<file path="config.mk">
export PLATFORM = sky130hd
export DESIGN_NAME = rf_write_arbiter
export DESIGN_NICKNAME = d
export VERILOG_FILES = /design/src/rtl/rf_write_arbiter_pkg.sv /design/src/rtl/rf_write_arbiter_rr_arbiter.sv /design/src/rtl/rf_write_arbiter.sv
export SDC_FILE = /design/constraint.sdc
export NUM_CORES = 1
export LEC_CHECK = 0
export ABC_AREA = 1
export CAP_MARGIN = 20
export CORE_ASPECT_RATIO = 0.9
export CORE_MARGIN = 1
export CORE_UTILIZATION = 30
export DETAILED_ROUTE_END_ITERATION = 10
export GPL_ROUTABILITY_DRIVEN = 0
export HOLD_SLACK_MARGIN = 0.1
export PLACE_DENSITY_LB_ADDON = 0.3
export REMOVE_ABC_BUFFERS = 1
export SLEW_MARGIN = 5
export SYNTH_ARGS = -nofsm -noshare
export SYNTH_HDL_FRONTEND = slang
export SYNTH_SLANG_ARGS = --single-unit
</file>
<file path="constraint.sdc">
create_clock -name clk -period 1.4 [get_ports clk]
set_input_delay 0.28 -clock clk [delete_from_list [all_inputs] [get_ports clk]]
set_output_delay 0.28 -clock clk [all_outputs]
set_load 0.1 [all_outputs]
</file>
<file path="src/rtl/rf_write_arbiter_pkg.sv">
// Register-file types and constants shared by the write-back arbiter, the decode
// stage (register locks) and the register file itself.
//   REG_ADDR_W : register address width
//   NUM_REGS   : architectural register count
//   RF_XLEN    : default register data width
//   rf_wr_req_t: one write-back request {valid, rd, data}
package rf_write_arbiter_pkg;

  localparam int unsigned REG_ADDR_W = 5;
  localparam int unsigned NUM_REGS   = 32;
  localparam int unsigned RF_XLEN    = 32;

  typedef struct packed {
    logic                  valid;
    logic [REG_ADDR_W-1:0] rd;
    logic [RF_XLEN-1:0]    data;
  } rf_wr_req_t;

  // x0 is hardwired to zero: it is never written and never locked in decode.
  function automatic logic is_lockable(input logic [REG_ADDR_W-1:0] rd);
    return rd != '0;
  endfunction

endpackage

</file>
<file path="src/rtl/rf_write_arbiter_rr_arbiter.sv">
// Generic N-way round-robin arbiter.
//   clk    : clock
//   rstn_i : asynchronous active-low reset (pointer returns to requester 0)
//   req_i  : request vector
//   gnt_o  : one-hot grant (combinational), all-zero when nothing requests
// The search starts at the pointer and wraps; after a grant the pointer moves to
// the requester just above the winner, so each active requester is served within N.
module rf_write_arbiter_rr_arbiter #(
  parameter int unsigned N = 2
) (
  input  logic         clk,
  input  logic         rstn_i,
  input  logic [N-1:0] req_i,
  output logic [N-1:0] gnt_o
);

  localparam int unsigned PtrW = (N > 1) ? $clog2(N) : 1;

  logic [PtrW-1:0] ptr_q, ptr_d;
  logic [N-1:0]    req_hi;
  logic [N-1:0]    gnt_hi;
  logic [N-1:0]    gnt_lo;
  logic            found_hi;
  logic            found_lo;

  // Two-pass priority search: first among requesters at or above the pointer,
  // otherwise wrap to the lowest-indexed requester.
  always_comb begin
    req_hi   = '0;
    gnt_hi   = '0;
    gnt_lo   = '0;
    found_hi = 1'b0;
    found_lo = 1'b0;
    for (int unsigned k = 0; k < N; k++) begin
      req_hi[k] = req_i[k] && (PtrW'(k) >= ptr_q);
    end
    for (int unsigned k = 0; k < N; k++) begin
      if (!found_hi && req_hi[k]) begin
        found_hi  = 1'b1;
        gnt_hi[k] = 1'b1;
      end
      if (!found_lo && req_i[k]) begin
        found_lo  = 1'b1;
        gnt_lo[k] = 1'b1;
      end
    end
    gnt_o = found_hi ? gnt_hi : gnt_lo;
  end

  always_comb begin
    ptr_d = ptr_q;
    for (int unsigned k = 0; k < N; k++) begin
      if (gnt_o[k]) begin
        ptr_d = (k == N - 1) ? '0 : PtrW'(k + 1);
      end
    end
  end

  always_ff @(posedge clk or negedge rstn_i) begin
    if (!rstn_i) begin
      ptr_q <= '0;
    end else begin
      ptr_q <= ptr_d;
    end
  end

endmodule

</file>
<file path="src/rtl/rf_write_arbiter.sv">
// Register-file write-port arbiter: N_REQ write-back requesters share one write
// port, granted round-robin, one registered write per cycle.
//   clk          : clock
//   rstn_i       : asynchronous active-low reset
//   valid_i      : per-requester write pending (held with rd/data until acked)
//   rd_i, data_i : per-requester destination register and write data
//   ack_o        : one-hot grant, write consumed this cycle
//   we_o/wa_o/wd_o : registered register-file write (cycle after the ack)
//   rd_release_o : register to unlock in decode, aligned with the write; 0 = none
module rf_write_arbiter
  import rf_write_arbiter_pkg::*;
#(
  parameter int unsigned N_REQ = 2,
  parameter int unsigned XLEN  = 32
) (
  input  logic                             clk,
  input  logic                             rstn_i,
  input  logic [N_REQ-1:0]                 valid_i,
  input  logic [N_REQ-1:0][REG_ADDR_W-1:0] rd_i,
  input  logic [N_REQ-1:0][XLEN-1:0]       data_i,
  output logic [N_REQ-1:0]                 ack_o,
  output logic                             we_o,
  output logic [REG_ADDR_W-1:0]            wa_o,
  output logic [XLEN-1:0]                  wd_o,
  output logic [REG_ADDR_W-1:0]            rd_release_o
);

  logic [N_REQ-1:0]      req_gated;
  logic                  gnt_any;
  logic [REG_ADDR_W-1:0] sel_rd;
  logic [XLEN-1:0]       sel_data;

  logic                  we_q, we_d;
  logic [REG_ADDR_W-1:0] wa_q, wa_d;
  logic [XLEN-1:0]       wd_q, wd_d;
  logic [REG_ADDR_W-1:0] rel_q, rel_d;

  // No grants while reset is held, so no requester believes its write was taken.
  assign req_gated = valid_i & {N_REQ{rstn_i}};

  rf_write_arbiter_rr_arbiter #(
    .N (N_REQ)
  ) u_rr_arbiter (
    .clk    (clk),
    .rstn_i (rstn_i),
    .req_i  (req_gated),
    .gnt_o  (ack_o)
  );

  // One-hot AND-OR mux of the winning request.
  always_comb begin
    sel_rd   = '0;
    sel_data = '0;
    for (int unsigned k = 0; k < N_REQ; k++) begin
      if (ack_o[k]) begin
        sel_rd   = sel_rd | rd_i[k];
        sel_data = sel_data | data_i[k];
      end
    end
  end

  assign gnt_any = |ack_o;

  // Address/data only load on a grant; they are don't-care while we_o is low.
  // A write to x0 is consumed but turns into a no-op with no lock release.
  always_comb begin
    we_d  = 1'b0;
    rel_d = '0;
    wa_d  = wa_q;
    wd_d  = wd_q;
    if (gnt_any) begin
      we_d  = is_lockable(sel_rd);
      rel_d = sel_rd;
      wa_d  = sel_rd;
      wd_d  = sel_data;
    end
  end

  always_ff @(posedge clk or negedge rstn_i) begin
    if (!rstn_i) begin
      we_q  <= 1'b0;
      wa_q  <= '0;
      wd_q  <= '0;
      rel_q <= '0;
    end else begin
      we_q  <= we_d;
      wa_q  <= wa_d;
      wd_q  <= wd_d;
      rel_q <= rel_d;
    end
  end

  assign we_o         = we_q;
  assign wa_o         = wa_q;
  assign wd_o         = wd_q;
  assign rd_release_o = rel_q;

  // Two concurrent writers to the same register means the decode lock was bypassed.
  logic dup_rd;
  always_comb begin
    dup_rd = 1'b0;
    for (int unsigned i = 0; i < N_REQ; i++) begin
      for (int unsigned j = i + 1; j < N_REQ; j++) begin
        if (valid_i[i] && valid_i[j] && (rd_i[i] == rd_i[j]) && is_lockable(rd_i[i])) begin
          dup_rd = 1'b1;
        end
      end
    end
  end

  dup_rd_warn: assert property (@(posedge clk) disable iff (!rstn_i) !dup_rd)
    else $warning("rf_write_arbiter: two requesters target the same rd");

endmodule

</file>
After elaboration in Yosys (flattened, before gate mapping)
Cells that the tools add are included.
- bits in registers: 44
- input bits: 78
- output and inout bits: 45
- word-level logic and storage cells: 33
- order comparisons: 2
- multiplexer cells: 14
- bitwise logic cells: 3
- reductions and logical operators: 9
- operators with widths (operator ; count):
    $mux 32 ; 2
    $or 32x32->32 ; 1
    $mux 5 ; 3
    $mux 1 ; 8
    $or 5x5->5 ; 1
    $reduce_bool 5->1 ; 1
    $logic_and 1x1->1 ; 4
    $and 2x2->2 ; 1
    $ge 1x1->1 const A ; 2
    $logic_not 1->1 ; 2
    $mux 2 ; 1
    $reduce_bool 2->1 ; 1
    $reduce_or 2->1 ; 1

Depth between registers and ports, before layout
Gate-level depths: netlist of run 1.
- depth after elaboration: 12
- depth in mapped cells: 8
- depth with buffers taken out: 7

Modules after synthesis
Synthesis of run 1 repeated with hierarchy kept, for this count alone.
- cells, all modules: 224
- area total of the unflattened synthesis: 1954.4 um^2
- by module, submodules not included (module ; times used ; cells an instance ; area each (um^2) ; sequential area each (um^2)):
    rf_write_arbiter ; 1 ; 216 ; 1890.6 ; 1076.0
    rf_write_arbiter_rr_arbiter ; 1 ; 8 ; 63.8 ; 25.0

Worst setup path after synthesis of run 1
Ideal clock, no wire load.
- path kind: flip-flop to output port
- from: reg u_rr_arbiter.ptr_q
- to: out ack_o[1]
- arrival time: 1.097 ns
- required time: 1.120 ns
- slack: 0.023 ns
- stages on the path, launching flop included: 4
- buffers on the path: 1
- path through: dfrtp_1 -> inv_1 -> a21oi_4 -> buf_2
- longest elaborated chain between the ends: 7
- elaborated cells on any way between the ends: 10
- those cells by class: 2 x order compare; 4 x mux; 4 x reduce/logical
- ends and longest elaborated chain (element ; line ; RTL):
    from (decl) ; rf_write_arbiter_rr_arbiter.sv:19 ; logic [PtrW-1:0] ptr_q, ptr_d;
    from (signal assigned) ; rf_write_arbiter_rr_arbiter.sv:63 ; ptr_q <= ptr_d;
    $ge 1x1->1 ; rf_write_arbiter_rr_arbiter.sv:35 ; req_hi[k] = req_i[k] && (PtrW'(k) >= ptr_q);
    $logic_and 1x1->1 ; rf_write_arbiter_rr_arbiter.sv:35 ;
    $mux 1 ; rf_write_arbiter_rr_arbiter.sv:38 ; if (!found_hi && req_hi[k]) begin
    $logic_not 1->1 ; rf_write_arbiter_rr_arbiter.sv:38 ;
    $logic_and 1x1->1 ; rf_write_arbiter_rr_arbiter.sv:38 ;
    $mux 1 ; rf_write_arbiter_rr_arbiter.sv:38 ;
    $mux 2 * ; rf_write_arbiter_rr_arbiter.sv:47 ; gnt_o = found_hi ? gnt_hi : gnt_lo;
    to (decl) ; rf_write_arbiter.sv:21 ; output logic [N_REQ-1:0] ack_o,
Every way passes the cells marked *; elsewhere a longest branch is shown, timed or not.

Final worst setup path of run 1
- from: reg u_rr_arbiter.ptr_q
- to: out ack_o[0]
The elaborated chain is that of the path after synthesis.

==> results of run 1 <==
==> cell families after synthesis <==
family / Yosys count
compound gates: 3
flops: 44
buf+inv: 19
simple gates: 160
==> area by class of cell <==
class | count | area share (%)
Timing Repair Buffer | 141 | 47.1
Sequential cell | 44 | 28.0
Clock buffer | 6 | 1.85
Inverter | 5 | 0.541
Tap cell | 87 | 2.77
Clock inverter | 2 | 0.891
Multi-Input combinational cell | 163 | 18.9
==> synthesized netlist by cell type, drive strengths merged <==
master and count:
nand3 79, a21oi 1, nor2 2, o21ai 2, buf 14, dfrtp 44, inv 5, nand2 79
==> registers in the layout, indices dropped and copies added, names as in the netlist <==
signal	cells
wa_o	5
we_o	1
u_rr_arbiter.ptr_q	1
wd_o	32
rd_release_o	5
==> power breakdown <==
part,internal (uW),leakage [uW],switching (uW)
logic,1100,0.00122,1810
registers,1460,0.000528,200
clock network,530,0.0000552,429
total,3080,0.00180,2440
==> per-stage QoR <==
step | hold slack [ps] | setup slack [ps] | utilization, % | cell area [um^2]
after CTS | 428 | -90.4 | 63.5 | 3930
after global placement | 344 | -267 | 61.2 | 3780
final | 429 | -93.1 | 63.6 | 3930
after detailed placement | 348 | -338 | 61.2 | 3780
after floorplan | -15.6 | -700 | - | 1860
after global routing | 427 | -155 | 63.6 | 3930
==> layer usage <==
layer | vias up | global-route usage [%] | share of wire (%)
li1 | 1012 | - | -
met1 | 1001 | 23.6 | 42
met2 | 86 | 30.1 | 48
met3 | 7 | 7.36 | 8.9
met4 | 0 | 4.83 | 0.99
met5 | - | 0 | 0
==> tightest hold or removal path: stages <==
cell and delay [ps]:
buf_2 130, nand2_4 90, nand2_2 90, o21ai_0 90
==> worst max-delay path by stage <==
stage | to | from
2_1_floorplan | we_o | rstn_i
3_3_place_gp | ack_o[1] | valid_i[1]
3_5_place_dp | wd_o[25] | valid_i[1]
4_1_cts | ack_o[0] | u_rr_arbiter.ptr_q
5_1_grt | ack_o[0] | u_rr_arbiter.ptr_q
6_report | ack_o[0] | u_rr_arbiter.ptr_q
==> timing repair <==
item	in CTS	in global routing
gates resized for setup	5	1
hold endpoints to repair	44	0
pin swaps	3	0
setup endpoints to repair	4	5
setup buffers	3	0
hold buffers	1	0
==> results.md, run 1 <==
- Worst path cell trace: inv_2 -> nand2_2 -> nand2_2 -> nand2_2 -> inv_4 -> buf_12
- Worst EP arrival: 1210 ps
- Largest stage delay on the critical path: 380 ps
- HP Start: rstn_i
- Startpoint types: register
- Vias in the first global route: 2067
- Post-synthesis sequential area ratio: 56.6%
- Crit path required time: 1120 ps
- Starting DRT DRC Count: 69
- Number of synthesis warnings: 0
- Largest delay share family, worst path: flip-flops
- Failing checks: setup timing
- # IOs: 123
- Critical Path Fanout Max: 3
- Worst Reg-to-Reg Cells: 8
- IR drop worst, VDD: 0.000631 V
- Largest net degree at the start of global routing: 38
- Area growth from synthesis to layout: 102%
- Total GRT Usage: 18.8%
- Setup violators final: 2
- R2r endpoint: we_o
- CTS Root Cell: clkbuf_8
- Final Hold Fails: 0
- Simple-gate share of the synthesized area: 36.4%
- Ranking of synthesized cells by area: dfrtp_1 (57%), nand3_1 (20%), nand2_1 (14%)
- Clock Path Buffers: 2
- Syn_area_per_cell: 8.61 um^2
- Placed Cells: between 400 and 500
- Seq. cell area: 1100 um^2
- Total Wirelength: 5980 um
- Net count, final: 438
- Die height: about 80 um
- Setup TNS: -120 ps
- DRC viols: 0
- Filler cells: approximately 500
- Crit end category: output pin
- Cts bufs inserted: 5
- Syn Inst Count: roughly 230
- Fraction of layout instances using a drive strength above 1: 21.9%
- Run status: finished with violations
- Routed vias/inst: between 4 and 5
- Final Power: 5520 uW
- First-pass iteration count of the detailed router: 4
- PortBufs: 122
- Netlist Area Pre-Place: 1950 um^2
- Crit Path Class: register to output pin
- Hold EP: u_rr_arbiter.ptr_q
- Max-slew violations: 0
- Buf+Inv Stages, Crit Path: 3
- Max_cap viols: 0
- Fmax: 670 MHz
- Vias: ~2100
- Worst path most repeated cell: nand2_2
- Fin Clk Skew: 8.93 ps
- Mux share of post-synthesis cell area: 0%
- Slowest CP cell: dfrtp_1
- Worst hold path depth: 4
- Synthesis-stage register bit count: 44
- RR Startpoint: u_rr_arbiter.ptr_q
- Slew HR: 72.5%
- Most frequent cells in the layout: nand3_1 (79), nand2_1 (74), clkdlybuf4s50_1 (74)
- LEAKAGE: ~0.0018 uW
- Synth Area in Compound Gates: 1.35%
- RSZ-0062 raised after global routing: true
- Largest family of logic cells by synthesized area: simple AND/OR/NAND/NOR gates
- DIE WIDTH: approximately 87 um
- Final instance count without filler cells: 448
- First-pass GRT wire length: 9820 um
- Area of the core: slightly above 6000 um^2
- PD cells: 1400 nW/um^2
- Fin crit share: 107%
- Yosys top cell area share: 56.6%
- R2R Setup Slk: about 100 ps
- H-tree depth: 2
- Ant. Diodes: 0
- Dpl hpwl: 4490 um
- Unique masters post-synth: 12
- Largest area contributor in the netlist: dfrtp_1
- Multi-input gate area: 743 um^2
- Most common cell after layout, fill and taps aside: nand3_1
- WP depth: 6
- Die Area: 6820 um^2
- CTS sink cnt: 44
- CTS tree: done
- Grt ovf: 0
- Row Count: 27
- WL/cell: 13.3 um
- Skew-Pair Late Insertion Delay: 290 ps
- Xor and xnor area share after synthesis: 0%
- Slew @ Worst Pin: a little over 400 ps
- Synth Area in Adders: 0%
- Clock-pin slew on the worst setup and hold paths: 90 ps
- HP Class: input port to register
- Initial antenna violation count: 0
- Starting Density: 31.5%
- Setup WS post-layout: -93.1 ps
- Fin crit period: 1490 ps
- Post-route ant nets: 0
Note: power is estimated with default switching activity, not from simulation.
==> run 2: changes to the inputs <==
--- a/config.mk
+++ b/config.mk
@@ -7,9 +7,11 @@
 export LEC_CHECK = 0
 export ABC_AREA = 1
 export CAP_MARGIN = 20
+export CELL_PAD_IN_SITES_DETAIL_PLACEMENT = 0
+export CELL_PAD_IN_SITES_GLOBAL_PLACEMENT = 1
 export CORE_ASPECT_RATIO = 0.9
 export CORE_MARGIN = 1
-export CORE_UTILIZATION = 30
+export CORE_UTILIZATION = 25
 export DETAILED_ROUTE_END_ITERATION = 10
 export GPL_ROUTABILITY_DRIVEN = 0
 export HOLD_SLACK_MARGIN = 0.1
==> run 2 against run 1 <==
Compared with the run above:
- the run still ends with setup timing left
- sequential share of layout area down 0.33 points
- highest routed layer unchanged
- worst hold slack better by 46 ps
- total power rose by 0.41%
- clock skew shrank 2.5 ps
- worst setup slack worse by 12 ps
- critical path type unchanged
- combinational power hardly changed
- maximum frequency shrank 0.79%
- clock-buffer cell count stayed put
- routed wire length is 7.6% higher
==> results.md, run 2 (synthesized netlist as in run 1, its figures left out) <==
- CTS Root Cell: clkbuf_8
- Die Area: 8150 um^2 (+19%)
- # IOs: 123 (unchanged)
- Initial antenna violation count: 0 (unchanged)
- Run status: finished with violations
- Setup WS post-layout: -105 ps (-11.8 ps)
- Max_cap viols: 0 (unchanged)
- Skew-Pair Late Insertion Delay: 300 ps (about the same)
- Setup violators final: 2 (unchanged)
- Net count, final: 444 (+1.4%)
- Fin area: 3980 um^2 (+1.2%)
- Fmax: 664 MHz (-0.79%)
- Crit Path Class: register to output pin
- Clock Path Buffers: 2 (unchanged)
- Clock-pin slew on the worst setup and hold paths: 80 ps (about the same)
- Pre-CTS setup slack: -298 ps (+40.0 ps)
- Worst EP arrival: 1220 ps (about the same)
- First-pass GRT wire length: 10400 um (+5.4%)
- Vias in the first global route: 2116 (+2.4%)
- HP Class: input port to register
- CTS tree: done
- Setup TNS: -183 ps (-62.7 ps)
- Vias: 2065 (-1.9%)
- Fin Clk Skew: 6.43 ps (-2.50 ps)
- Slowest CP cell: dfrtp_1
- Startpoint types: register
- Die height: 85.7 um (+9.3%)
- Area of the core: 7540 um^2 (+22%)
- RSZ-0062 raised after global routing: true
- Crit end category: output pin
- Largest net degree at the start of global routing: 38 (unchanged)
- Most common cell after layout, fill and taps aside: nand3_1
- PortBufs: 122 (unchanged)
- DRC viols: 0 (unchanged)
- Grt ovf: 0 (unchanged)
- Starting DRT DRC Count: 101 (+46%)
- Max-slew violations: 0 (unchanged)
- Total GRT Usage: 16.7% (-2.1 points)
- Slew @ Worst Pin: 445 ps (+32.0 ps)
- Largest stage delay on the critical path: 350 ps (-30 ps)
- Post-route ant nets: 0 (unchanged)
- IR drop worst, VDD: 0.000539 V (-14%)
- First-pass iteration count of the detailed router: 6 (+2)
- Final instance count without filler cells: 463 (+3.3%)
- Fraction of layout instances using a drive strength above 1: 23.2% (+1.3 points)
- Critical Path Fanout Max: 2 (-1)
- Starting Density: 25.8% (-5.7 points)
- Placed Area: 3810 um^2 (+0.83%)
- Filler cells: 693 (+38%)
- Buf+Inv Stages, Crit Path: 4 (+1)
- Routed vias/inst: 4.46 (-5.1%)
- Final Hold Fails: 0 (unchanged)
- Area growth from synthesis to layout: 104%
- Slew HR: 70.3% (-2.1 points)
- Fin crit share: 107% (+0.84 points)
- LEAKAGE: 0.00182 uW (+1.1%)
- Final Power: 5540 uW (+0.41%)
- Fin crit period: 1500 ps (+11.8 ps)
- DIE WIDTH: 95.0 um (+9.3%)
- PD cells: 1390 nW/um^2 (-0.75%)
- Worst path most repeated cell: buf_12
- Worst path cell trace: inv_2 -> buf_6 -> a21oi_4 -> buf_12 -> buf_12
- CTS sink cnt: 44 (unchanged)
- Cts bufs inserted: 5 (unchanged)
- Dpl hpwl: 4570 um (+1.9%)
- Failing checks: setup timing
- Most frequent cells in the layout: nand3_1 (79), nand2_1 (74), clkdlybuf4s50_1 (74)
- Row Count: 30 (+11%)
- WL/cell: 13.9 um (+4.1%)
- Ant. Diodes: 0 (unchanged)
- Placed Cells: 451 (+3.4%)
- Largest delay share family, worst path: buffers and inverters
- Max reg flops: 32 (unchanged)
- Total Wirelength: 6430 um (+7.6%)
- H-tree depth: 2 (unchanged)
- Crit path required time: 1120 ps (about the same)
[run 2: cell count changes in the layout (fill, tap and decap cells not counted), sizes merged]
| cell | change |
|---|---|
| buf | +6 |
[run 2: cell type report]
class	instances	area, um^2	area share, %
clock buffers	6	72.6	1.82
clock inverters	2	35.0	0.881
inverters	5	23.8	0.597
multi-input cells	163	743	18.7
flip-flops and latches	44	1100	27.7
well taps	96	120	3.02
repair buffers	147	1880	47.3
[run 2: what timing repair did]
item,CTS,global route
resized for setup,5,5
hold buffers,1,0
endpoints found under the setup margin,2,35
buffers inserted,2,1
hold endpoints to repair,44,0
pin swaps,1,1
[run 2: layer usage]
metal	share of wire [%]	up-vias	wire length, um	global-route usage, %
met2	47	78	3020	27.9
met1	44	956	2830	21.2
met5	0	-	0	0
met4	0.78	0	50	3.44
met3	8.2	6	525	5.23
li1	-	1025	-	-
[run 2: stage by stage]
| step | hold slack [ps] | utilization [%] |
|---|---|---|
| final | 474 | 52.7 |
| after global routing | 510 | 52.7 |
| after CTS | 454 | 52.4 |
| after detailed placement | 257 | 50.6 |
| after global placement | 262 | 50.6 |
| after floorplan | -15.6 | - |
[run 2: worst paths after layout]
check	to	from	slack, ps	cells past startpoint
max	ack_o[1]	u_rr_arbiter.ptr_q	-100	5
min	u_rr_arbiter.ptr_q	rstn_i	470	5
max reg2reg	we_o	u_rr_arbiter.ptr_q	40	9
min reg2reg	wa_o[4]	wa_o[4]	580	2
max in group asynchronous	wd_o[7]	rstn_i	480	3
min in group asynchronous	wa_o[3]	rstn_i	570	3
[run 2: report_power, final]
part           total [uW]  internal [uW]  leakage [uW]  switching (uW)
combinational        2920           1110       0.00124            1810
clock                 970            530     0.0000552             440
sequential           1660           1460      0.000528             199
total                5540           3100       0.00182            2450
[run 2: tightest hold or removal path, delay by kind of cell]
family	cells	cell delay [ps]
simple gates	3	260
compound gates	1	60
buf+inv	1	130
